<file path="src/rtl/counter_seq_pkg.sv">
// rtl/counter_seq_pkg.sv - shared constants and state type for the counter sequencer
package counter_seq_pkg;

  localparam int COUNTER_SEQ_WIDTH = 3;
  localparam int COUNTER_SEQ_NREQ  = 2;

  typedef enum logic [1:0] {
    IDLE = 2'd0,
    RUN  = 2'd1,
    DONE = 2'd2
  } seq_state_t;

endpackage

</file>
<file path="src/rtl/counter_datapath.sv">
// rtl/counter_datapath.sv - shared up-counter register with clear and step enable
module counter_datapath
  import counter_seq_pkg::*;
#(
  parameter int WIDTH = COUNTER_SEQ_WIDTH
) (
  input  logic             clk,
  input  logic             rst,
  input  logic             clr,
  input  logic             en,
  output logic [WIDTH-1:0] count
);

  logic [WIDTH-1:0] count_d;
  logic [WIDTH-1:0] count_q;

  // Clear wins over step so a fresh grant always starts from zero.
  always_comb begin
    count_d = count_q;
    if (clr) begin
      count_d = '0;
    end else if (en) begin
      count_d = count_q + WIDTH'(1);
    end
  end

  always_ff @(posedge clk) begin
    if (rst) begin
      count_q <= '0;
    end else begin
      count_q <= count_d;
    end
  end

  assign count = count_q;

endmodule

</file>
<file path="src/rtl/counter_sequencer.sv">
// rtl/counter_sequencer.sv - round-robin sequencer sharing one counter between two requesters
// Optional pause input enabled by COUNTER_SEQ_PAUSE_EN.
module counter_sequencer
  import counter_seq_pkg::*;
#(
  parameter int WIDTH = COUNTER_SEQ_WIDTH,
  parameter int NREQ  = COUNTER_SEQ_NREQ
) (
  input  logic                  input_clock1_1,
  input  logic                  input_reset1_2,
`ifdef COUNTER_SEQ_PAUSE_EN
  input  logic                  pause,
`endif
  input  logic [NREQ-1:0]       req,
  input  logic [NREQ*WIDTH-1:0] req_limit,
  output logic [NREQ-1:0]       grant,
  output logic [NREQ-1:0]       done,
  output logic [WIDTH-1:0]      count,
  output logic                  busy
);

  seq_state_t       state_d, state_q;
  logic [NREQ-1:0]  grant_d, grant_q;
  logic [NREQ-1:0]  done_d, done_q;
  logic             busy_d, busy_q;
  logic             ptr_d, ptr_q;
  logic             winner_d, winner_q;
  logic [WIDTH-1:0] limit_d, limit_q;
  logic             clr;
  logic             en;
  logic             pause_w;

`ifdef COUNTER_SEQ_PAUSE_EN
  assign pause_w = pause;
`else
  assign pause_w = 1'b0;
`endif

  counter_datapath #(.WIDTH(WIDTH)) u_datapath (
    .clk   (input_clock1_1),
    .rst   (input_reset1_2),
    .clr   (clr),
    .en    (en),
    .count (count)
  );

  always_comb begin
    state_d  = state_q;
    grant_d  = grant_q;
    done_d   = '0;
    busy_d   = busy_q;
    ptr_d    = ptr_q;
    winner_d = winner_q;
    limit_d  = limit_q;
    clr      = 1'b0;
    en       = 1'b0;
    case (state_q)
      IDLE: begin
        if (|req) begin
          winner_d          = (req[0] && req[1]) ? ptr_q : req[1];
          limit_d           = winner_d ? req_limit[WIDTH +: WIDTH] : req_limit[0 +: WIDTH];
          clr               = 1'b1;
          grant_d           = '0;
          grant_d[winner_d] = 1'b1;
          busy_d            = 1'b1;
          state_d           = RUN;
        end
      end
      RUN: begin
        // Abort outranks both pause and the terminal check.
        if (!req[winner_q]) begin
          grant_d = '0;
          busy_d  = 1'b0;
          ptr_d   = ~winner_q;
          state_d = IDLE;
        end else if (!pause_w) begin
          if (count == limit_q) begin
            grant_d          = '0;
            busy_d           = 1'b0;
            done_d[winner_q] = 1'b1;
            ptr_d            = ~winner_q;
            state_d          = DONE;
          end else begin
            en = 1'b1;
          end
        end
      end
      DONE: begin
        state_d = IDLE;
      end
      default: begin
        state_d = IDLE;
      end
    endcase
  end

  always_ff @(posedge input_clock1_1) begin
    if (input_reset1_2) begin
      state_q  <= IDLE;
      grant_q  <= '0;
      done_q   <= '0;
      busy_q   <= 1'b0;
      ptr_q    <= 1'b0;
      winner_q <= 1'b0;
      limit_q  <= '0;
    end else begin
      state_q  <= state_d;
      grant_q  <= grant_d;
      done_q   <= done_d;
      busy_q   <= busy_d;
      ptr_q    <= ptr_d;
      winner_q <= winner_d;
      limit_q  <= limit_d;
    end
  end

  assign grant = grant_q;
  assign done  = done_q;
  assign busy  = busy_q;

endmodule

</file>
<file path="config.mk">
export PLATFORM = sky130hd
export DESIGN_NAME = counter_sequencer
export DESIGN_NICKNAME = d
export VERILOG_FILES = /design/src/rtl/counter_seq_pkg.sv /design/src/rtl/counter_datapath.sv /design/src/rtl/counter_sequencer.sv
export SDC_FILE = /design/constraint.sdc
export NUM_CORES = 1
export LEC_CHECK = 0
export BUFFER_PORTS_ARGS = -buffer_cell sky130_fd_sc_hd__buf_2
export CAP_MARGIN = 30
export CELL_PAD_IN_SITES_DETAIL_PLACEMENT = 0
export CELL_PAD_IN_SITES_GLOBAL_PLACEMENT = 1
export CORE_MARGIN = 10
export CORE_UTILIZATION = 35
export CTS_CLUSTER_DIAMETER = 30
export CTS_CLUSTER_SIZE = 25
export DETAILED_ROUTE_END_ITERATION = 8
export HOLD_SLACK_MARGIN = 0.15
export PLACE_DENSITY_LB_ADDON = 0.1
export SLEW_MARGIN = 30
export SYNTH_ARGS = -nofsm -noshare
export SYNTH_HDL_FRONTEND = slang
export SYNTH_SLANG_ARGS = --single-unit
export TNS_END_PERCENT = 5
</file>
<file path="constraint.sdc">
create_clock -name input_clock1_1 -period 1.6 [get_ports input_clock1_1]
set_input_delay 0.08 -clock input_clock1_1 [delete_from_list [all_inputs] [get_ports input_clock1_1]]
set_output_delay 0.08 -clock input_clock1_1 [all_outputs]
set_load 0.05 [all_outputs]
</file>
# After elaboration in Yosys (flattened, before gate mapping)
# Cells that the tools add are included.
op_classes:
  n_addsub: 1
  n_lt_le_gt_ge: 4
  eq_ne: 5
  muxes: 27
  bitwise: 4
  reduce_logical: 12
op_table:
  columns: ["cell", "n"]
  rows:
  - ["$mux W1", 15]
  - ["$mux W2", 6]
  - ["$pmux W2 S2", 2]
  - ["$reduce_and A2 Y1", 3]
  - ["$lt A1 B2 Y1 const B", 2]
  - ["$not A1 Y1", 4]
  - ["$reduce_or A2 Y1", 2]
  - ["$reduce_or A4 Y1", 1]
  - ["$add A3 B1 Y3 const B", 1]
  - ["$eq A3 B3 Y1", 1]
  - ["$logic_and A1 B1 Y1", 3]
  - ["$mux W3", 1]
  - ["$ne A3 B3 Y1 const B", 1]
  - ["$reduce_and A3 Y1", 1]
  - ["$demux W1 S1", 2]
  - ["$eq A2 B1 Y1 const B", 1]
  - ["$ge A1 B1 Y1 const B", 2]
  - ["$logic_not A2 Y1", 1]
  - ["$ne A2 B1 Y1 const B", 1]
  - ["$ne A2 B2 Y1 const B", 1]
  - ["$pmux W1 S2", 1]
  - ["$reduce_bool A2 Y1", 1]
totals:
  regBits: 15
  input_bits: 10
  out_inout_bits: 8
  wordCells: 61

# Longest topological paths before layout
# Gate-level depths: netlist of the first run.
depth:
  ltp_word: 8
  mapped_depth: 5
  depth_no_buf: 4

# By module
# From an unflattened synthesis of the first run, not the netlist that was laid out.
unflattened:
  cells_unflattened: 69
  hier_area_um2: 648.1
by_module_without_submodules:
  columns: ["mod", "n_inst", "cells_each", "area_each_um2", "seq_area_each_um2"]
  rows:
  - ["counter_sequencer", 1, 57, 520.5, 240.2]
  - ["counter_datapath", 1, 12, 127.6, 60.1]

# Worst setup path before layout of the first run
# No wires, ideal clock.
synth_timing:
  kind: "in2reg"
  startpoint: "in u_datapath.count[1]"
  endpoint: "reg u_datapath.count_q[0], in the netlist u_datapath.count[0]"
  setup_ps: 115
  t_arrival_ps: 1516
  required_time_ps: 1485
  setup_slack_ps: -31
  stages: 5
  path_buffers: 0
  path_cell_list: "dfxtp_1 xnor2_1 a311o_1 xnor2_1 and2_1"
synth_between:
  elab_chain_len: 4
synth_lines:
  columns: ["item", "line", "rtl"]
  rows:
  - ["start, declared", "counter_datapath.sv:11", "output logic [WIDTH-1:0] count"]
  - ["$eq A3 B3 Y1", "counter_sequencer.sv:77", "if (count == limit_q) begin"]
  - ["$mux W1", "counter_sequencer.sv:77", null]
  - ["$mux W1", "counter_sequencer.sv:71", "if (!req[winner_q]) begin"]
  - ["$mux W1", "counter_sequencer.sv:57", "case (state_q)"]
  - ["end signal, assigned", "counter_datapath.sv:31", "count_q <= count_d;"]
  - ["end, declared", "counter_datapath.sv:15", "logic [WIDTH-1:0] count_q;"]
# Every way passes these cells.
# A chain may end at the register's enable or synchronous reset.

# Worst setup path in the final report of the first run
layout_timing:
  startpoint: "in state_q[0]"
  endpoint: "reg grant_q[0], in the netlist grant[0]"
layout_between:
  elab_chain_len: 3
  elab_cells_between_ends: 7
  classes_between: "eq/ne: 3; mux: 1; reduce/logical: 3"
layout_lines:
  columns: ["item", "line", "rtl"]
  rows:
  - ["start, declared", "counter_sequencer.sv:22", "seq_state_t state_d, state_q;"]
  - ["$eq A2 B1 Y1 or $logic_not A2 Y1 (tied branches)", "counter_sequencer.sv:57", null]
  - ["$ne A3 B3 Y1 (no source line) (tied with other cells)", null, null]
  - ["$reduce_and A3 Y1 (no source line)", null, null]
  - ["end signal, assigned", "counter_sequencer.sv:108", "grant_q <= grant_d;"]
  - ["end, declared", "counter_sequencer.sv:23", "logic [NREQ-1:0] grant_d, grant_q;"]
# Parallel ways exist; a longest one is shown, timed or not.

==> results of run 1 <==
## metal layers
metal  share of wire (%)  track usage (%)
met1                  44            9.008
met2                  47            12.95
met3                 5.9            3.047
met4                 3.0            5.866
met5                   0                0
## area by class of cell
type | count | area (um^2)
Fill cell | 173 | 817.0
Multi-Input combinational cell | 50 | 321.6
Sequential cell | 15 | 301.5
Timing Repair Buffer | 30 | 210.2
Tap cell | 25 | 31.28
Clock buffer | 3 | 22.52
Inverter | 4 | 15.01
Clock inverter | 1 | 7.507
## power by group through the flow
stage | sequential [uW] | combinational [uW] | clock [uW]
3_3_place_gp | 433 | 181 | 0
3_5_place_dp | 434 | 181 | 0
5_1_grt | 429 | 222 | 256
4_1_cts | 425 | 203 | 240
2_1_floorplan | 474 | 88.2 | 0
6_report | 424 | 203 | 235
## worst max-delay path, delay by kind of cell, from the launching register on
family | cells | cell delay, ns
compound gates | 1 | 0.07
buf+inv | 1 | 0.56
flops | 1 | 0.34
simple gates | 2 | 0.47
## timing repair
item,in CTS,in global routing
hold endpoints to repair,7,0
resized for setup,0,1
setup endpoints to repair,0,1
hold buffers,11,0
## registers in the layout, indices dropped and copies added (netlist names)
signal / flops
done: 2
limit_q: 3
ptr_q: 1
state_q: 2
u_datapath.count: 3
busy: 1
grant: 2
winner_q: 1
## logic make-up (layout without fill, tap and decap cells)
kind of cell             after synthesis  in the layout  synth area share (%)
XOR/XNOR                               4              4                 5.468
AO/OA/AOI/OAI                         17             17                 16.21
AND/OR/NAND/NOR                       24             24                 19.73
flip-flops                            15             15                 46.88
multiplexers                           4              4                 6.250
buffers and inverters                  5             38                 3.515
adder cells (fa/ha/maj)                1              1                 1.953
## Yosys cell counts (all sizes together)
library cell  number
dfxtp             15
nand2             10
o21ai             10
inv                4
mux2i              4
xnor2              4
nand2b             3
nand3              3
a21oi              2
and2               2
a2111o             1
a311o              1
a311oi             1
buf                1
ha                 1
nand4b             1
nor2               1
nor2b              1
nor3               1
nor4               1
o211ai             1
o22ai              1
or2                1
## metrics by stage
step / util [%] / hold WS (ns) / instance area (um^2)
after floorplan: - / 0.1603 / 641.9
after global placement: 44.35 / 0.3519 / 765.7
after detailed placement: 44.35 / 0.3554 / 765.7
after CTS: 52.46 / 0.1633 / 905.9
after global routing: 52.68 / 0.2131 / 909.6
final: 52.68 / 0.1634 / 909.6
## how the worst max path moves through the flow
| stage | start | endpoint | slack [ns] | cells past startpoint |
|---|---|---|---|---|
| after floorplan | u_datapath.count[2] | u_datapath.count[0] | 0.001 | 4 |
| final | state_q[0] | grant[0] | 0.09 | 4 |
| after global placement | winner_q | busy | 0.23 | 4 |
| after global routing | state_q[0] | grant[0] | 0.02 | 4 |
| after CTS | state_q[0] | grant[0] | 0.08 | 4 |
| after detailed placement | winner_q | ptr_q | 0.19 | 4 |
==> impl_metrics.ini, run 1 <==
[outcome]
status = complete, no violations

[synthesis]
ys_types = 24
avgSynthCellArea_um2 = 9.152
synth_top_area_cell = dfxtp_1
synth_fp_nets = 81
synth_warnings = 0
synth_area_leaders = dfxtp_1, o21ai_0, mux2i_1
synth_area_um2 = 640.6
synth-seq-cells = 15
seq_area_frac_synth_pct = 46.88
yosys.area.top_type_share_pct = 46.88
synth_cells = 70

[power_and_ir_drop]
p_switching_uw = 282.5
ir_worst_vdd_uv = 443.1
power.density_nw_per_um2 = 948.4
intPower_uw = 580.2
p_clk_share_pct = 27.2
sw_frac_of_total_pct = 32.75
pwr-share-comb_pct = 23.6
seq_power_share_pct = 49.2
leakage_uw = 0.0003930
power_uw = 862.7

[final_layout]
fin_cells = 128
area_growth_pct = 41.99
drive_above_1_share_pct = 26.21
layout_common_cells = buf_2, dfxtp_1, dlygate4sd3_1
finalNetCount = 115
layout_commonest_cell = buf_2
antenna_cells = 0

[timing]
fin_crit_ns = 1.514
grt_setup_unrepaired = false
worst_slew_pin_slew_ns = 0.5034
period_share_pct = 94.66
worst_slack_ns = 0.08551
slew_headroom_pct = 66.21
hold_viol = 0
maxSlewViolCount = 0
finalClockSkew_ns = 0.008218
setup_violations = 0
max_freq_mhz = 660.3
setup_tns_ns = 0

[worst_setup_path]
worstReg2RegStart = state_q[0]
path_max_fanout = 3
crit_type = reg2reg
reg2reg_to = grant[0]
slowest_delay_ns = 0.56
cp_data_arrival_time_ns = 1.75
cp.required_ns = 1.83
crit_slowest_cell = dlygate4sd3_1
cp-end-kind = register
ff2ff_path_depth = 4
ff2ff_setup_slack_ns = 0.09
crit_chain = nor3_1 > nand3_1 > dlygate4sd3_1 > o21ai_0
start_kind = register

[placement]
place_hpwl_um = 1113
gp_congestion = 0.7219
dp_slack_ns = 0.1926
io_buffers = 17
dp.cells = 113

[routing]
drc = 0
first_pass_iters = 4
vias = 611
viasPerCell = 4.773
drtIter0Drc = 4
wire_per_inst_um = 12.03
routed_wl_um = 1540
drtAntennaViolNets = 0

[die]
die_width_um = 62.78
dieArea_um2 = 3941
io_pins = 18
num_rows = 15
die_h_um = 62.78
core_um2 = 1727
start_util_pct = 37.10

[worst_hold_path]
hp-start = input_reset1_2
min_path_type = in2reg
hold_depth = 4
hold_end = grant[1]

[clocking]
cts_setup_buffers = 0
cts_sinks = 15
clock_tree.root_cell = clkbuf_4
cts_max_level = 1
cts_buffers = 3
clk_pin_slew_ns = 0.10
clock_latency_ns = 0.30
cts_tree = done
cts_buffer_depth = 2

[job]
maxCapViolations = 0

[global_route]
grt-ovfl-total = 0
grt_use_total_pct = 8.273
grt_pass1_wl_um = 2642
antenna_found_initial = 0
grt_pass1_vias = 616
grt_max_degree = 11
Power figures use the tool's default switching activity.
==> run 2: changes to the inputs <==
- CELL_PAD_IN_SITES_DETAIL_PLACEMENT: 0 -> 1
- CELL_PAD_IN_SITES_GLOBAL_PLACEMENT: 1 -> 2
- CORE_ASPECT_RATIO: not set -> 0.7
- CORE_UTILIZATION: 35 -> 28
==> run 2 against run 1 <==
Effect of this change: setup slack better by 0.093 ns; via count is 2.3% lower; first-iteration DRC count grew to 5.3 times the previous value; sequential power hardly changed; highest routed layer unchanged; die area is 18% higher; combinational power hardly changed; sequential share of layout area is 0.091 points higher; core utilization is 11 points lower; global-route usage is 0.12 points lower; cell count is 4.7% higher; largest cell class unchanged.
==> impl_metrics.ini, run 2 (same netlist as run 1, synthesis figures left out) <==
[outcome]
status = complete, no violations

[final_layout]
antenna_cells = 0
drive_above_1_share_pct = 27.45
fillers = 274
layout_commonest_cell = buf_2
fin_cells = 134
utilization_pct = 41.76
area_growth_pct = 41.60
finalNetCount = 114
layout_common_cells = buf_2, dfxtp_1, nand2_1

[clocking]
clk_pin_slew_ns = 0.09
cts_max_level = 1
cts_tree = done
cts_sinks = 15
clock_latency_ns = 0.28
cts_setup_buffers = 0
clock_tree.root_cell = clkbuf_4
cts_buffers = 3
cts_buffer_depth = 2

[power_and_ir_drop]
p_clk_share_pct = 25.7
power.density_nw_per_um2 = 937.0
pwr-share-comb_pct = 24.2
p_switching_uw = 267.4
leakage_uw = 0.0003936
intPower_uw = 582.6
sw_frac_of_total_pct = 31.46
ir_worst_vdd_uv = 372.6
seq_power_share_pct = 50.1

[placement]
io_buffers = 17
place_hpwl_um = 1263
dp.cells = 121
gp_congestion = 0.7105

[routing]
routed_wl_um = 1686
first_pass_iters = 4
drtIter0Drc = 21
wire_per_inst_um = 12.58
vias = 597
drc = 0
drtAntennaViolNets = 0
viasPerCell = 4.455

[die]
die_h_um = 60.02
core_um2 = 2172
dieArea_um2 = 4632
io_pins = 18
num_rows = 14
die_width_um = 77.17
start_util_pct = 29.49

[global_route]
grt_max_degree = 11
grt_pass1_vias = 631
antenna_found_initial = 0
grt-ovfl-total = 0
grt_use_total_pct = 8.149
grt_pass1_wl_um = 2911

[timing]
max_freq_mhz = 703.5
period_share_pct = 88.84
worst_slew_pin_slew_ns = 0.4229
fin_crit_ns = 1.421
setup_violations = 0
grt_setup_unrepaired = false
maxSlewViolCount = 0
setup_tns_ns = 0
slew_headroom_pct = 71.62
whs_ns = 0.1744
hold_viol = 0
finalClockSkew_ns = 0.005397

[worst_setup_path]
crit_slowest_cell = dlygate4sd3_1
crit_type = in2reg
ff2ff_path_depth = 4
slowest_delay_ns = 0.53
cp_top_family = buffers and inverters
worstReg2RegStart = state_q[0]
crit_buf_inv = 3
path_max_fanout = 10
ff2ff_setup_slack_ns = 0.18
cp-end-kind = register
crit_chain = dlygate4sd3_1 > buf_2 > or2_2 > a21oi_1 > buf_4 > nand2_1 > o21ai_0
cp_data_arrival_time_ns = 1.64
start_kind = input pin
reg2reg_to = grant[0]
cp.required_ns = 1.82

[worst_hold_path]
hp-start = input_reset1_2
min_path_type = in2reg
hold_depth = 3
hold_end = busy

[job]
maxCapViolations = 0
-- run 2: worst max-delay path by stage --
stage	startpoint	endpoint	slack [ns]	depth (start not counted)
final	req[0]	u_datapath.count[1]	0.18	7
after global routing	winner_q	ptr_q	0.03	4
after CTS	state_q[0]	grant[0]	0.06	4
after detailed placement	winner_q	ptr_q	0.18	4
after global placement	winner_q	grant[1]	0.22	4
after floorplan	u_datapath.count[2]	u_datapath.count[0]	0.001	4
-- run 2: what timing repair did --
action / 4_1_cts / 5_1_grt
gates resized for setup: 0 / 2
endpoints found under the hold margin: 6 / 0
hold buffers: 9 / 0
setup endpoints to repair: 0 / 4
-- run 2: metrics by stage --
step / cell area [um^2] / power [uW] / setup WS [ns]
final: 907.1 / 850.0 / 0.1785
after global placement: 782.0 / 619.6 / 0.2178
after global routing: 907.1 / 917.3 / 0.02918
after detailed placement: 782.0 / 621.5 / 0.1770
after CTS: 898.4 / 860.5 / 0.05758
after floorplan: 641.9 / 562.3 / 0.001373
-- run 2: cell type report --
| cell class | instances | area, um^2 | share of cell area [%] |
|---|---|---|---|
| multi-input cells | 50 | 326.6 | 36.00 |
| clock buffers | 4 | 26.28 | 2.897 |
| flip-flops and latches | 15 | 301.5 | 33.24 |
| repair buffers | 29 | 197.7 | 21.79 |
| inverters | 4 | 15.01 | 1.655 |
| well taps | 32 | 40.04 | 4.414 |
-- run 2: power groups by stage --
stage,clock network [uW],registers (uW),logic (uW)
6_report,218,426,206
5_1_grt,255,433,230
4_1_cts,229,426,206
3_5_place_dp,0,435,187
3_3_place_gp,0,433,186
2_1_floorplan,0,474,88.2
-- run 2: per-layer routing --
layer / vias up / track usage, % / part of all wire, %
li1: 309 / - / -
met1: 273 / 9.322 / 48
met2: 13 / 12.47 / 43
met3: 2 / 5.090 / 7.4
met4: 0 / 2.332 / 0.95
met5: - / 0 / 0
-- run 2: worst min-delay path, cell delays in order --
cell and delay, ns:
buf_2 0.15, nand2b_1 0.11, o21ai_0 0.06
==> run 3: changes to the inputs <==
- MAX_ROUTING_LAYER: not set -> met4
==> run 3 against run 2 <==
Effect of this change: via count stayed put; sequential cell count stayed put; critical path type unchanged; core utilization stayed put; highest routed layer unchanged; sequential power hardly changed; clock power hardly changed.
==> impl_metrics.ini, run 3 (same netlist as run 1, synthesis figures left out) <==
[final_layout]
fillers = 274
area_growth_pct = 41.60
layout_commonest_cell = buf_2
fin_area_um2 = 907.1
utilization_pct = 41.76
drive_above_1_share_pct = 27.45
layout_common_cells = buf_2, dfxtp_1, nand2_1
finalNetCount = 114
antenna_cells = 0

[clocking]
clk_pin_slew_ns = 0.09
clock_tree.root_cell = clkbuf_4
cts_tree = done
cts_buffer_depth = 2
clock_latency_ns = 0.28
cts_sinks = 15
cts_buffers = 3
cts_max_level = 1

[worst_setup_path]
slowest_delay_ns = 0.53
cp_data_arrival_time_ns = 1.64
crit_slowest_cell = dlygate4sd3_1
path_max_fanout = 10
crit_type = in2reg
cp.required_ns = 1.82
cp-end-kind = register
crit_chain = dlygate4sd3_1 > buf_2 > or2_2 > a21oi_1 > buf_4 > nand2_1 > o21ai_0
start_kind = input pin

[routing]
drc = 0
first_pass_iters = 4
routed_wl_um = 1686
vias = 597
wire_per_inst_um = 12.58
drtAntennaViolNets = 0
drtIter0Drc = 21
viasPerCell = 4.455

[timing]
grt_setup_unrepaired = false
hold_viol = 0
fin_crit_ns = 1.421
finalClockSkew_ns = 0.005397
whs_ns = 0.1744
setup_tns_ns = 0
setup_violations = 0
max_freq_mhz = 703.5
worst_slew_pin_slew_ns = 0.4229
slew_headroom_pct = 71.62
period_share_pct = 88.84
maxSlewViolCount = 0

[die]
core_um2 = 2172
die_width_um = 77.17
start_util_pct = 29.49
num_rows = 14
io_pins = 18
dieArea_um2 = 4632
die_h_um = 60.02

[global_route]
grt_use_total_pct = 8.388
antenna_found_initial = 0
grt_pass1_wl_um = 2911
grt_pass1_vias = 631
grt-ovfl-total = 0
grt_max_degree = 11

[worst_hold_path]
min_path_type = in2reg

[placement]
io_buffers = 17
gp_congestion = 0.7186
postPlaceCellArea_um2 = 782.0
place_hpwl_um = 1263

[power_and_ir_drop]
power_uw = 850.0
leakage_uw = 0.0003936
power.density_nw_per_um2 = 937.0
ir_worst_vdd_uv = 372.6

[outcome]
status = complete, no violations

[job]
maxCapViolations = 0
-- run 3: cell counts in the layout (fill, tap and decap cells not counted) --
Identical to the previous run, type by type.
-- run 3: layer usage --
metal	up-vias	track usage, %	share of wire (%)
li1	309	-	-
met1	273	9.407	49
met2	13	12.47	43
met3	2	4.940	7.1
met4	0	2.332	0.95
met5	-	-	0
-- run 3: repair_timing --
action / CTS / global route
gates resized for setup: 0 / 2
hold buffers: 9 / 0
endpoints found under the hold margin: 6 / 0
setup buffers: 0 / 0
setup endpoints to repair: 0 / 4
-- run 3: power breakdown --
group / total [uW] / leakage, uW / internal [uW] / switching (uW)
clock: 218 / 0.0000150 / 96.9 / 121
combinational: 206 / 0.000255 / 80.5 / 125
sequential: 426 / 0.000123 / 405 / 20.8
total: 850 / 0.000394 / 583 / 267
-- run 3: final timing paths --
| path | start | to | slack [ns] | cells past startpoint |
|---|---|---|---|---|
| worst min-delay path | input_reset1_2 | busy | 0.17 | 3 |
| worst min register to register | grant[1] | grant[1] | 0.47 | 2 |
| worst max register to register | state_q[0] | grant[0] | 0.18 | 4 |
| worst max-delay path | req[0] | u_datapath.count[1] | 0.18 | 7 |
-- run 3: layout make-up --
class,instances,area (um^2),share of cell area [%]
multi-input combinational,50,326.6,36.00
sequential,15,301.5,33.24
timing repair buffer,29,197.7,21.79
tap,32,40.04,4.414
clock buffer,4,26.28,2.897
inverter,4,15.01,1.655
-- run 3: stage by stage --
| stage | std cells | setup WS [ns] |
|---|---|---|
| after detailed placement | 121 | 0.1770 |
| final | 134 | 0.1785 |
| after global placement | 121 | 0.2178 |
| after CTS | 134 | 0.05758 |
| after global routing | 134 | 0.02918 |
| after floorplan | 70 | 0.001373 |
-- run 3: critical path, delay by kind of cell --
kind | cells | cell delay (ns)
AOI/OAI and AO/OA | 2 | 0.31
buffers and inverters | 3 | 0.88
and+or+nand+nor | 2 | 0.36
